[src/rtl/packet_framer_if.sv]
// packet_framer_if: payload byte input and framed word output channels.
// FRAMER_LOSS_INJECT_EN adds the injectLoss control on the byte side.
interface packet_framer_if;
    logic [7:0]  byteIn;
    logic        byteIn_val;
    logic        byteIn_last;
    logic [15:0] streamId;
    logic        byteIn_ready;
    logic [31:0] dataOut;
    logic        dataOut_val;
    logic        dataOut_last;
    logic        dataOut_ready;
    logic        overflow;
`ifdef FRAMER_LOSS_INJECT_EN
    logic        injectLoss;

    modport master (
        output byteIn, byteIn_val, byteIn_last, streamId, injectLoss,
        output dataOut_ready,
        input  byteIn_ready, dataOut, dataOut_val, dataOut_last, overflow
    );

    modport slave (
        input  byteIn, byteIn_val, byteIn_last, streamId, injectLoss,
        input  dataOut_ready,
        output byteIn_ready, dataOut, dataOut_val, dataOut_last, overflow
    );
`else
    modport master (
        output byteIn, byteIn_val, byteIn_last, streamId,
        output dataOut_ready,
        input  byteIn_ready, dataOut, dataOut_val, dataOut_last, overflow
    );

    modport slave (
        input  byteIn, byteIn_val, byteIn_last, streamId,
        input  dataOut_ready,
        output byteIn_ready, dataOut, dataOut_val, dataOut_last, overflow
    );
`endif
endinterface

[src/rtl/packet_framer.sv]
// packet_framer: packs payload bytes into {len,sid}, seq, big-endian words.
// Optional macro FRAMER_LOSS_INJECT_EN: injectLoss skips one seq number.
module packet_framer #(
    parameter int MAX_PAYLOAD = 37,
    parameter int NUM_STREAMS = 32
) (
    input logic            clk,
    input logic            reset_b,
    packet_framer_if.slave bus
);
    localparam int CW = $clog2(MAX_PAYLOAD + 1);
    localparam int MAX_WORDS = (MAX_PAYLOAD + 3) / 4;
    localparam int WW = (MAX_WORDS > 1) ? $clog2(MAX_WORDS) : 1;
    localparam int IW = (NUM_STREAMS > 1) ? $clog2(NUM_STREAMS) : 1;

    typedef enum logic [1:0] {COLLECT, HDR0, HDR1, DATA} state_t;

    state_t        state_q, state_d;
    logic [CW-1:0] count_q, count_d;
    logic [7:0]    buf_q [MAX_PAYLOAD];
    logic [7:0]    buf_d [MAX_PAYLOAD];
    logic [15:0]   sid_q, sid_d;
    logic [31:0]   seq_q, seq_d;
    logic [31:0]   ctr_q [NUM_STREAMS];
    logic [31:0]   ctr_d [NUM_STREAMS];
    logic [WW-1:0] widx_q, widx_d;
    logic          ovf_q, ovf_d;

    logic          in_ready, out_val, out_last;
    logic [31:0]   out_data, data_word, step;
    logic          byte_acc, word_acc, last_word;
    logic [15:0]   cur_sid;
    logic [IW-1:0] cur_idx;

`ifdef FRAMER_LOSS_INJECT_EN
    assign step = bus.injectLoss ? 32'd2 : 32'd1;
`else
    assign step = 32'd1;
`endif

    assign byte_acc = bus.byteIn_val & in_ready;
    assign word_acc = out_val & bus.dataOut_ready;
    // streamId is only live on the first byte; later bytes use the latch
    assign cur_sid = (count_q == '0) ? bus.streamId : sid_q;
    assign cur_idx = cur_sid[IW-1:0];
    assign last_word = (int'(widx_q) + 1) * 4 >= int'(count_q);

    always_comb begin
        data_word = '0;
        for (int b = 0; b < 4; b++) begin
            if (CW'(4 * int'(widx_q) + b) < count_q) begin
                data_word[31 - 8*b -: 8] = buf_q[CW'(4 * int'(widx_q) + b)];
            end
        end
    end

    always_comb begin
        in_ready = 1'b0;
        out_val  = 1'b0;
        out_last = 1'b0;
        out_data = '0;
        unique case (state_q)
            COLLECT: in_ready = 1'b1;
            HDR0: begin
                out_val  = 1'b1;
                out_data = {16'(count_q) + 16'd8, sid_q};
            end
            HDR1: begin
                out_val  = 1'b1;
                out_data = seq_q;
            end
            DATA: begin
                out_val  = 1'b1;
                out_data = data_word;
                out_last = last_word;
            end
        endcase
    end

    always_comb begin
        state_d = state_q;
        count_d = count_q;
        buf_d   = buf_q;
        sid_d   = sid_q;
        seq_d   = seq_q;
        ctr_d   = ctr_q;
        widx_d  = widx_q;
        ovf_d   = 1'b0;
        unique case (state_q)
            COLLECT: begin
                if (byte_acc) begin
                    buf_d[count_q] = bus.byteIn;
                    count_d = count_q + CW'(1);
                    sid_d = cur_sid;
                    if (bus.byteIn_last ||
                        count_q == CW'(MAX_PAYLOAD - 1)) begin
                        ovf_d = ~bus.byteIn_last;
                        seq_d = ctr_q[cur_idx] + step;
                        ctr_d[cur_idx] = seq_d;
                        widx_d = '0;
                        state_d = HDR0;
                    end
                end
            end
            HDR0: if (word_acc) state_d = HDR1;
            HDR1: if (word_acc) state_d = DATA;
            DATA: begin
                if (word_acc) begin
                    if (last_word) begin
                        state_d = COLLECT;
                        count_d = '0;
                    end else begin
                        widx_d = widx_q + WW'(1);
                    end
                end
            end
        endcase
    end

    always_ff @(posedge clk) begin
        if (!reset_b) begin
            state_q <= COLLECT;
            count_q <= '0;
            sid_q   <= '0;
            seq_q   <= '0;
            widx_q  <= '0;
            ovf_q   <= 1'b0;
            for (int i = 0; i < MAX_PAYLOAD; i++) buf_q[i] <= '0;
            for (int i = 0; i < NUM_STREAMS; i++) ctr_q[i] <= '0;
        end else begin
            state_q <= state_d;
            count_q <= count_d;
            sid_q   <= sid_d;
            seq_q   <= seq_d;
            widx_q  <= widx_d;
            ovf_q   <= ovf_d;
            buf_q   <= buf_d;
            ctr_q   <= ctr_d;
        end
    end

    assign bus.byteIn_ready = in_ready;
    assign bus.dataOut      = out_data;
    assign bus.dataOut_val  = out_val;
    assign bus.dataOut_last = out_last;
    assign bus.overflow     = ovf_q;
endmodule

[src/flat_wrapper.sv]
// flat-port wrapper written by rule: the top's interface ports become plain ports
module packet_framer_flat 
#(
    parameter int MAX_PAYLOAD = 37,
    parameter int NUM_STREAMS = 32
)
  (clk, reset_b, bus_byteIn, bus_byteIn_val, bus_byteIn_last, bus_streamId, bus_dataOut_ready, bus_byteIn_ready, bus_dataOut, bus_dataOut_val, bus_dataOut_last, bus_overflow);
  packet_framer_if bus_i ();
  input logic clk;
  input logic reset_b;
  input wire logic [$bits(bus_i.byteIn)-1:0] bus_byteIn;
  input wire logic [$bits(bus_i.byteIn_val)-1:0] bus_byteIn_val;
  input wire logic [$bits(bus_i.byteIn_last)-1:0] bus_byteIn_last;
  input wire logic [$bits(bus_i.streamId)-1:0] bus_streamId;
  input wire logic [$bits(bus_i.dataOut_ready)-1:0] bus_dataOut_ready;
  output wire logic [$bits(bus_i.byteIn_ready)-1:0] bus_byteIn_ready;
  output wire logic [$bits(bus_i.dataOut)-1:0] bus_dataOut;
  output wire logic [$bits(bus_i.dataOut_val)-1:0] bus_dataOut_val;
  output wire logic [$bits(bus_i.dataOut_last)-1:0] bus_dataOut_last;
  output wire logic [$bits(bus_i.overflow)-1:0] bus_overflow;
  assign bus_i.byteIn = bus_byteIn;
  assign bus_i.byteIn_val = bus_byteIn_val;
  assign bus_i.byteIn_last = bus_byteIn_last;
  assign bus_i.streamId = bus_streamId;
  assign bus_i.dataOut_ready = bus_dataOut_ready;
  assign bus_byteIn_ready = bus_i.byteIn_ready;
  assign bus_dataOut = bus_i.dataOut;
  assign bus_dataOut_val = bus_i.dataOut_val;
  assign bus_dataOut_last = bus_i.dataOut_last;
  assign bus_overflow = bus_i.overflow;
  packet_framer #(.MAX_PAYLOAD(MAX_PAYLOAD), .NUM_STREAMS(NUM_STREAMS)) u_core (.clk(clk), .reset_b(reset_b), .bus(bus_i));
endmodule
[config.mk]
export PLATFORM = sky130hd
export DESIGN_NAME = packet_framer_flat
export DESIGN_NICKNAME = d
export VERILOG_FILES = /design/src/rtl/packet_framer_if.sv /design/src/rtl/packet_framer.sv /design/src/flat_wrapper.sv
export SDC_FILE = /design/constraint.sdc
export NUM_CORES = 2
export LEC_CHECK = 0
export CAP_MARGIN = 40
export CORE_UTILIZATION = 42
export DETAILED_ROUTE_END_ITERATION = 6
export SLEW_MARGIN = 20
export SYNTH_ARGS = -nofsm -noshare
export SYNTH_HDL_FRONTEND = slang
export SYNTH_SLANG_ARGS = --single-unit
[constraint.sdc]
create_clock -name clk -period 4.9 [get_ports clk]
set_clock_uncertainty 0.15 [all_clocks]
set_input_delay 0.98 -clock clk [delete_from_list [all_inputs] [get_ports clk]]
set_output_delay 0.98 -clock clk [all_outputs]
set_load 0.02 [all_outputs]
**Yosys cells after proc, flatten, opt, wreduce, memory -nomap -nowiden**

Index checks and enable logic that the tools add are counted.
Widths: inputs -> output; s select.

- Output and inout bits: 36
- Bits in registers: 1381
- Input bits: 29
- Word-level logic and storage cells: 177

- Order comparisons: 13
- Bitwise operators: 9
- Equal/unequal tests: 11
- Multiplexer cells: 46
- Add/subtract/negate cells: 8
- Reduce and logical (&&, ||, !) cells: 14

Operator list:

| kind | count |
|---|---|
| $bwmux 1024 | 1 |
| $bwmux 296 | 1 |
| $bmux 8 s6 | 4 |
| $bmux 32 s5 | 1 |
| $demux 32 s5 | 1 |
| $mux 8 | 13 |
| $mux 32 | 3 |
| $pmux 32 s3 | 1 |
| $demux 8 s6 | 1 |
| $add 32x1->32 const B | 1 |
| $ge 32x7->1 | 1 |
| $ge 6x7->1 const B | 4 |
| $lt 6x6->1 | 4 |
| $not 6->6 | 4 |
| $mux 6 | 3 |
| $mux 4 | 4 |
| $add 6x1->6 const B | 2 |
| $add 6x2->6 const B | 2 |
| $mux 2 | 6 |
| $ne 2x1->1 const B | 6 |
| $pmux 6 s2 | 1 |
| $pmux 2 s4 | 1 |
| $pmux 4 s2 | 1 |
| $reduce_and 4->1 | 2 |
| 27 further kinds | 33 |

**Longest topological paths before layout**

- Word-level depth: 8
- Mapped depth: 25
- Mapped depth without buffers: 14

**Least setup slack after synthesis**

No wires, ideal clock.

- Path type: in2reg
- From: input bus_streamId[0]
- To: register u_core.seq_q[16]
- Stages on the path: 20
- Path slack: -0.441 ns
- Data required time: 4.618 ns
- Data arrival time: 5.060 ns
- Path buffers: 8
- Cell sequence: buf_2 nand3b_1 or3_1 buf_2 buf_2 buf_2 buf_1 a21oi_1 o41ai_2 o2111ai_1 nor4_2 clkbuf_1 ha_1 nand2_1 nor3_2 buf_2 nand3_1 xor2_1 clkbuf_1 o21ai_0

- Longest elaborated chain between the ends: 6

RTL lines:

| item | line | source |
|---|---|---|
| start: declaration | flat_wrapper.sv:14 | `input wire logic [$bits(bus_i.streamId)-1:0] bus_streamId;` |
| $mux 5 | packet_framer.sv:44 | `assign cur_sid = (count_q == '0) ? bus.streamId : sid_q;` |
| $not 5->6 (not written as such) | packet_framer.sv:98 | `seq_d = ctr_q[cur_idx] + step;` |
| $bmux 32 s5 | packet_framer.sv:98 |  |
| $mux 32 (not written as such) (2 in a row) | packet_framer.sv:98 |  |
| $add 32x1->32 | packet_framer.sv:98 |  |
| end signal: assignment | packet_framer.sv:134 | `seq_q <= seq_d;` |
| end: declaration | packet_framer.sv:23 | `logic [31:0] seq_q, seq_d;` |

Every way passes these cells. The select of a mux whose other input is x is not followed.
A chain may end at the register's enable or synchronous reset.

**Worst setup path after layout**

- From: register u_core.count_q[5]
- To: register u_core.ctr_q[63] (netlist name)

- Longest elaborated chain between the ends: 8
- Elaborated cells between the ends (all ways): 16
- Those cells by class: add/sub: 1; order compare: 2; eq/ne: 1; mux: 7; bitwise: 1; reduce/logical: 4

RTL lines:

| item | line | source |
|---|---|---|
| start: declaration | packet_framer.sv:19 | `logic [CW-1:0] count_q, count_d;` |
| start signal: assignment | packet_framer.sv:132 | `count_q <= count_d;` |
| $logic_not 6->1 | packet_framer.sv:44 |  |
| $mux 5 | packet_framer.sv:44 |  |
| $not 5->6 (not written as such) | packet_framer.sv:98, packet_framer.sv:99 |  |
| $bmux 32 s5 (tied with other cells) | packet_framer.sv:98 |  |
| $mux 32 (not written as such) or $logic_and 1x1->1 (tied branches) | packet_framer.sv:98, packet_framer.sv:99 |  |
| $mux 32 (on tied branches) | packet_framer.sv:98, packet_framer.sv:99 |  |
| $add 32x1->32 or $demux 32 s5 (tied branches) | packet_framer.sv:98, packet_framer.sv:99 |  |
| $bwmux 1024 | packet_framer.sv:99 | `ctr_d[cur_idx] = seq_d;` |
| end signal: assignment | packet_framer.sv:138 | `ctr_q <= ctr_d;` |
| end: declaration | packet_framer.sv:24 | `logic [31:0] ctr_q [NUM_STREAMS];` |

Parallel ways exist; a longest one is shown, timed or not. The select of a mux whose other input is x is not followed.

==> results by group <==
Timing
  – RSZ-0062 raised after global routing: true
  – Minimum clock period: 5.19 ns
  – Setup violators final: between 500 and 600
  – Final period util: 1.06
  – Final worst slack: -0.293 ns
  – Slew Limit Fails: 0
  – Measured slew at the worst slew-check pin: around 1.0 ns
  – Endpoints failing hold: 0
  – Peak Freq: ~190 MHz
  – Slew headroom: 0.301
  – Final hold slack: approximately 0.31 ns

Route
  – 1st-iter DRT viols: 8303
  – DRC: 0
  – DR pass1 iterations: 7
  – Drt wl/cell: just under 30 um
  – Post-DRT Antenna Nets: 0
  – Vias: about 63000
  – WL final: 284000 um
  – Via-to-Cell Ratio: about 6.4

Synthesis
  – Area contributors post-synth: dfxtp_1, a21oi_1, o21ai_0
  – Post-synthesis register bit count: roughly 1400
  – Post-synth EDFFs: 0
  – Mapped Nets: approximately 7300
  – Post-synthesis sequential area ratio: 0.445
  – Ys async rst share: 0
  – Mapped Cells: between 7000 and 8000
  – Cell with the most instances after synthesis: dfxtp_1
  – Main flop type after synthesis: dfxtp_1
  – Synth cell count leaders: dfxtp_1, a21oi_1, o21ai_0
  – Synth top area share: 0.445
  – Leading area contributor after synthesis: dfxtp_1
  – Mapped Area: 0.0622 mm2
  – Synth cell types: just under 100
  – Yosys Warn Count: 0
  – Avg Inst Size Synth: 8.52 um2

Worst setup path
  – WP buf/inv: 6
  – CP startpoint kind: flip-flop
  – Crit Reg-Reg Startpoint: u_core.count_q[5]$_SDFFE_PN0P_
  – Setup Crit Path Kind: reg2reg
  – Crit path largest cell delay: about 0.55 ns
  – Delay-heaviest family, CP: simple AND/OR/NAND/NOR gates
  – WP data arrival: about 5.7 ns
  – Worst R2R Setup Slack: -0.29 ns
  – Crit path cell chain: or3_4 -> buf_12 -> buf_8 -> o2111ai_4 -> buf_6 -> buf_6 -> and2_4 -> a31oi_4 -> a211o_1 -> or4b_4 -> or4b_4 -> or3_4 -> nor4_4 -> buf_4 -> xnor2_4 -> buf_6 -> o21ai_1
  – Most numerous cell on the critical path: buf_6
  – CP endpoint kind: flip-flop
  – Slowest CP cell: or4b_4
  – CP Launch Point: u_core.count_q[5]$_SDFFE_PN0P_
  – Critical Path RT: roughly 5.5 ns
  – Worst-path fanout max: 8

Power and ir drop
  – P_leak: 28.9 nW
  – Tot Pwr: 46.6 mW
  – Peak VDD IR: ~550 uV
  – Power per cell area: roughly 590 mW/mm2

Final layout
  – Layout cell share with drive strength beyond 1: 0.214
  – Final nets: just under 8000
  – Fill cell count: about 13000
  – Fin cells: between 9000 and 10000
  – P&R area growth vs syn: 27.1%

Clock network
  – Clock Pin Slew Worst Setup and Hold Paths: about 0.06 ns
  – Root buf cell: clkbuf_16
  – CTS tree: built
  – CTS sink cnt: roughly 1400
  – Total CTS buffers: around 150
  – H-tree levels: 4
  – Clock Latency Late Sink: approximately 0.82 ns
  – Clock tree buffer depth: 3

Global routing
  – Largest net degree at the start of global routing: 196
  – Total congestion overflow: 0
  – Met1 Use GR: 0.476
  – Initial antenna violation count: 10
  – GR Util met2: 0.542
  – Wire length of the first global-routing pass: about 400000 um
  – Met3 usage: 0.0710
  – Top Usage Layer GRT: met2
  – Vias in the first global route: roughly 57000
  – GRT Total Usage: 0.358

Floorplanning
  – I/O pin count: 65
  – Initial Utilization: 0.425
  – Die ar.: roughly 0.15 mm2
  – Die Width: between 300 and 400 um
  – Die H: approximately 390 um
  – Core area: 0.146 mm2
  – Num rows: 140

Placed design
  – Placed cell count: 9338
  – HPWL Detailed: roughly 190000 um
  – Routability cong.: between 1 and 1.5
  – Number of I/O port buffers: 64

Status
  – Status: finished, violations left
  – Failing checks: setup timing

Worst hold path
  – Hold Path Origin: u_core.ctr_q[609]$_SDFFE_PN0P_
  – HP Class: reg2reg

Flow run
  – Max-cap violations: 0
## power by group
group / switching (mW) / leakage [nW] / internal (mW)
Combinational: 14.1 / 15.3 / 8.86
Clock: 5.01 / 2.48 / 6.78
Sequential: 0.303 / 11.1 / 11.6
Total: 19.4 / 28.9 / 27.3
## registers in the layout, indices dropped and copies added, names as in the netlist
name,cells
u_core.count_q,6
u_core.seq_q,32
u_core.state_q,2
u_core.widx_q,4
u_core.buf_q,296
u_core.sid_q,16
u_core.bus.overflow,1
u_core.ctr_q,1024
## timing repair
action	4_1_cts	5_1_grt
buffers inserted	58	55
setup endpoints to repair	919	814
pin swaps	54	63
cloned	4	19
hold endpoints to repair	0	0
hold buffers	0	0
gates resized for setup	194	151
## final cells by class
type | instances | area (um2) | share of cell area
inverters | 30 | 121 | 0.00154
well taps | 1917 | 2400 | 0.0304
multi-input cells | 5086 | 32900 | 0.417
clock inverters | 42 | 549 | 0.00695
diodes | 6 | 15.0 | 0.000190
flip-flops and latches | 1381 | 27700 | 0.350
repair buffers | 1064 | 10800 | 0.137
clock buffers | 229 | 4520 | 0.0572
## routing by layer
layer	wire (um)	vias up
li1	-	27700
met1	113000	30400
met2	124000	3595
met3	28800	805
met4	17700	8
met5	45	-
## stage by stage
stage | util | TNS (ns) | cell area, um2 | setup slack (ns)
final | 0.540 | -46.21 | 79000 | -0.293
after global routing | 0.540 | -76.24 | 79000 | -0.278
after CTS | 0.528 | -19.07 | 77200 | -0.167
after detailed placement | 0.483 | -825.62 | 70700 | -1.23
after global placement | 0.483 | -871.17 | 70600 | -1.25
after floorplan | - | 0 | 62300 | 0.000982
## worst reg2reg max path, delay by kind of cell (launching register included)
family                    cells  cell delay [ns]
and+or+nand+nor               6             2.64
DFF                           1             0.34
xor gates and xnor gates      1             0.25
buffers and inverters         6             1.06
AOI/OAI and AO/OA             4             0.67
## final timing paths
kind                                          to  cells past startpoint
setup / recovery   u_core.ctr_q[63]$_SDFFE_PN0P_                     17
setup reg to reg   u_core.ctr_q[63]$_SDFFE_PN0P_                     17
hold reg to reg   u_core.ctr_q[609]$_SDFFE_PN0P_                      2
hold / removal    u_core.ctr_q[609]$_SDFFE_PN0P_                      2
## cell usage in the layout, fill, tap and decap left out, types with 38 or more instances in the layout
| master | instances |
|---|---|
| a211oi_1 | 359 |
| a21oi_1 | 1005 |
| a32oi_1 | 53 |
| and3_1 | 112 |
| buf_12 | 159 |
| buf_4 | 751 |
| buf_6 | 53 |
| clkbuf_1 | 38 |
| clkbuf_16 | 170 |
| clkdlybuf4s50_1 | 50 |
| dfxtp_1 | 1370 |
| mux2i_1 | 323 |
| mux4_2 | 78 |
| nand2_1 | 406 |
| nand3_1 | 206 |
| nor2_1 | 668 |
| nor2_4 | 40 |
| nor3_1 | 91 |
| o21ai_0 | 774 |
| o21ai_2 | 40 |
| o22ai_1 | 102 |
## cells by family (layout without fill, tap and decap cells)
logic type,count (synthesis),in the layout,synth area share
compound gates,2820,2820,0.275
xor+xnor,35,35,0.00517
fa+ha+maj,18,18,0.00362
buf+inv,829,1365,0.0559
flops,1381,1381,0.445
mux,415,415,0.0828
other cells,0,6,0
simple gates,1798,1798,0.133
Note: power is estimated with default switching activity, not from simulation.
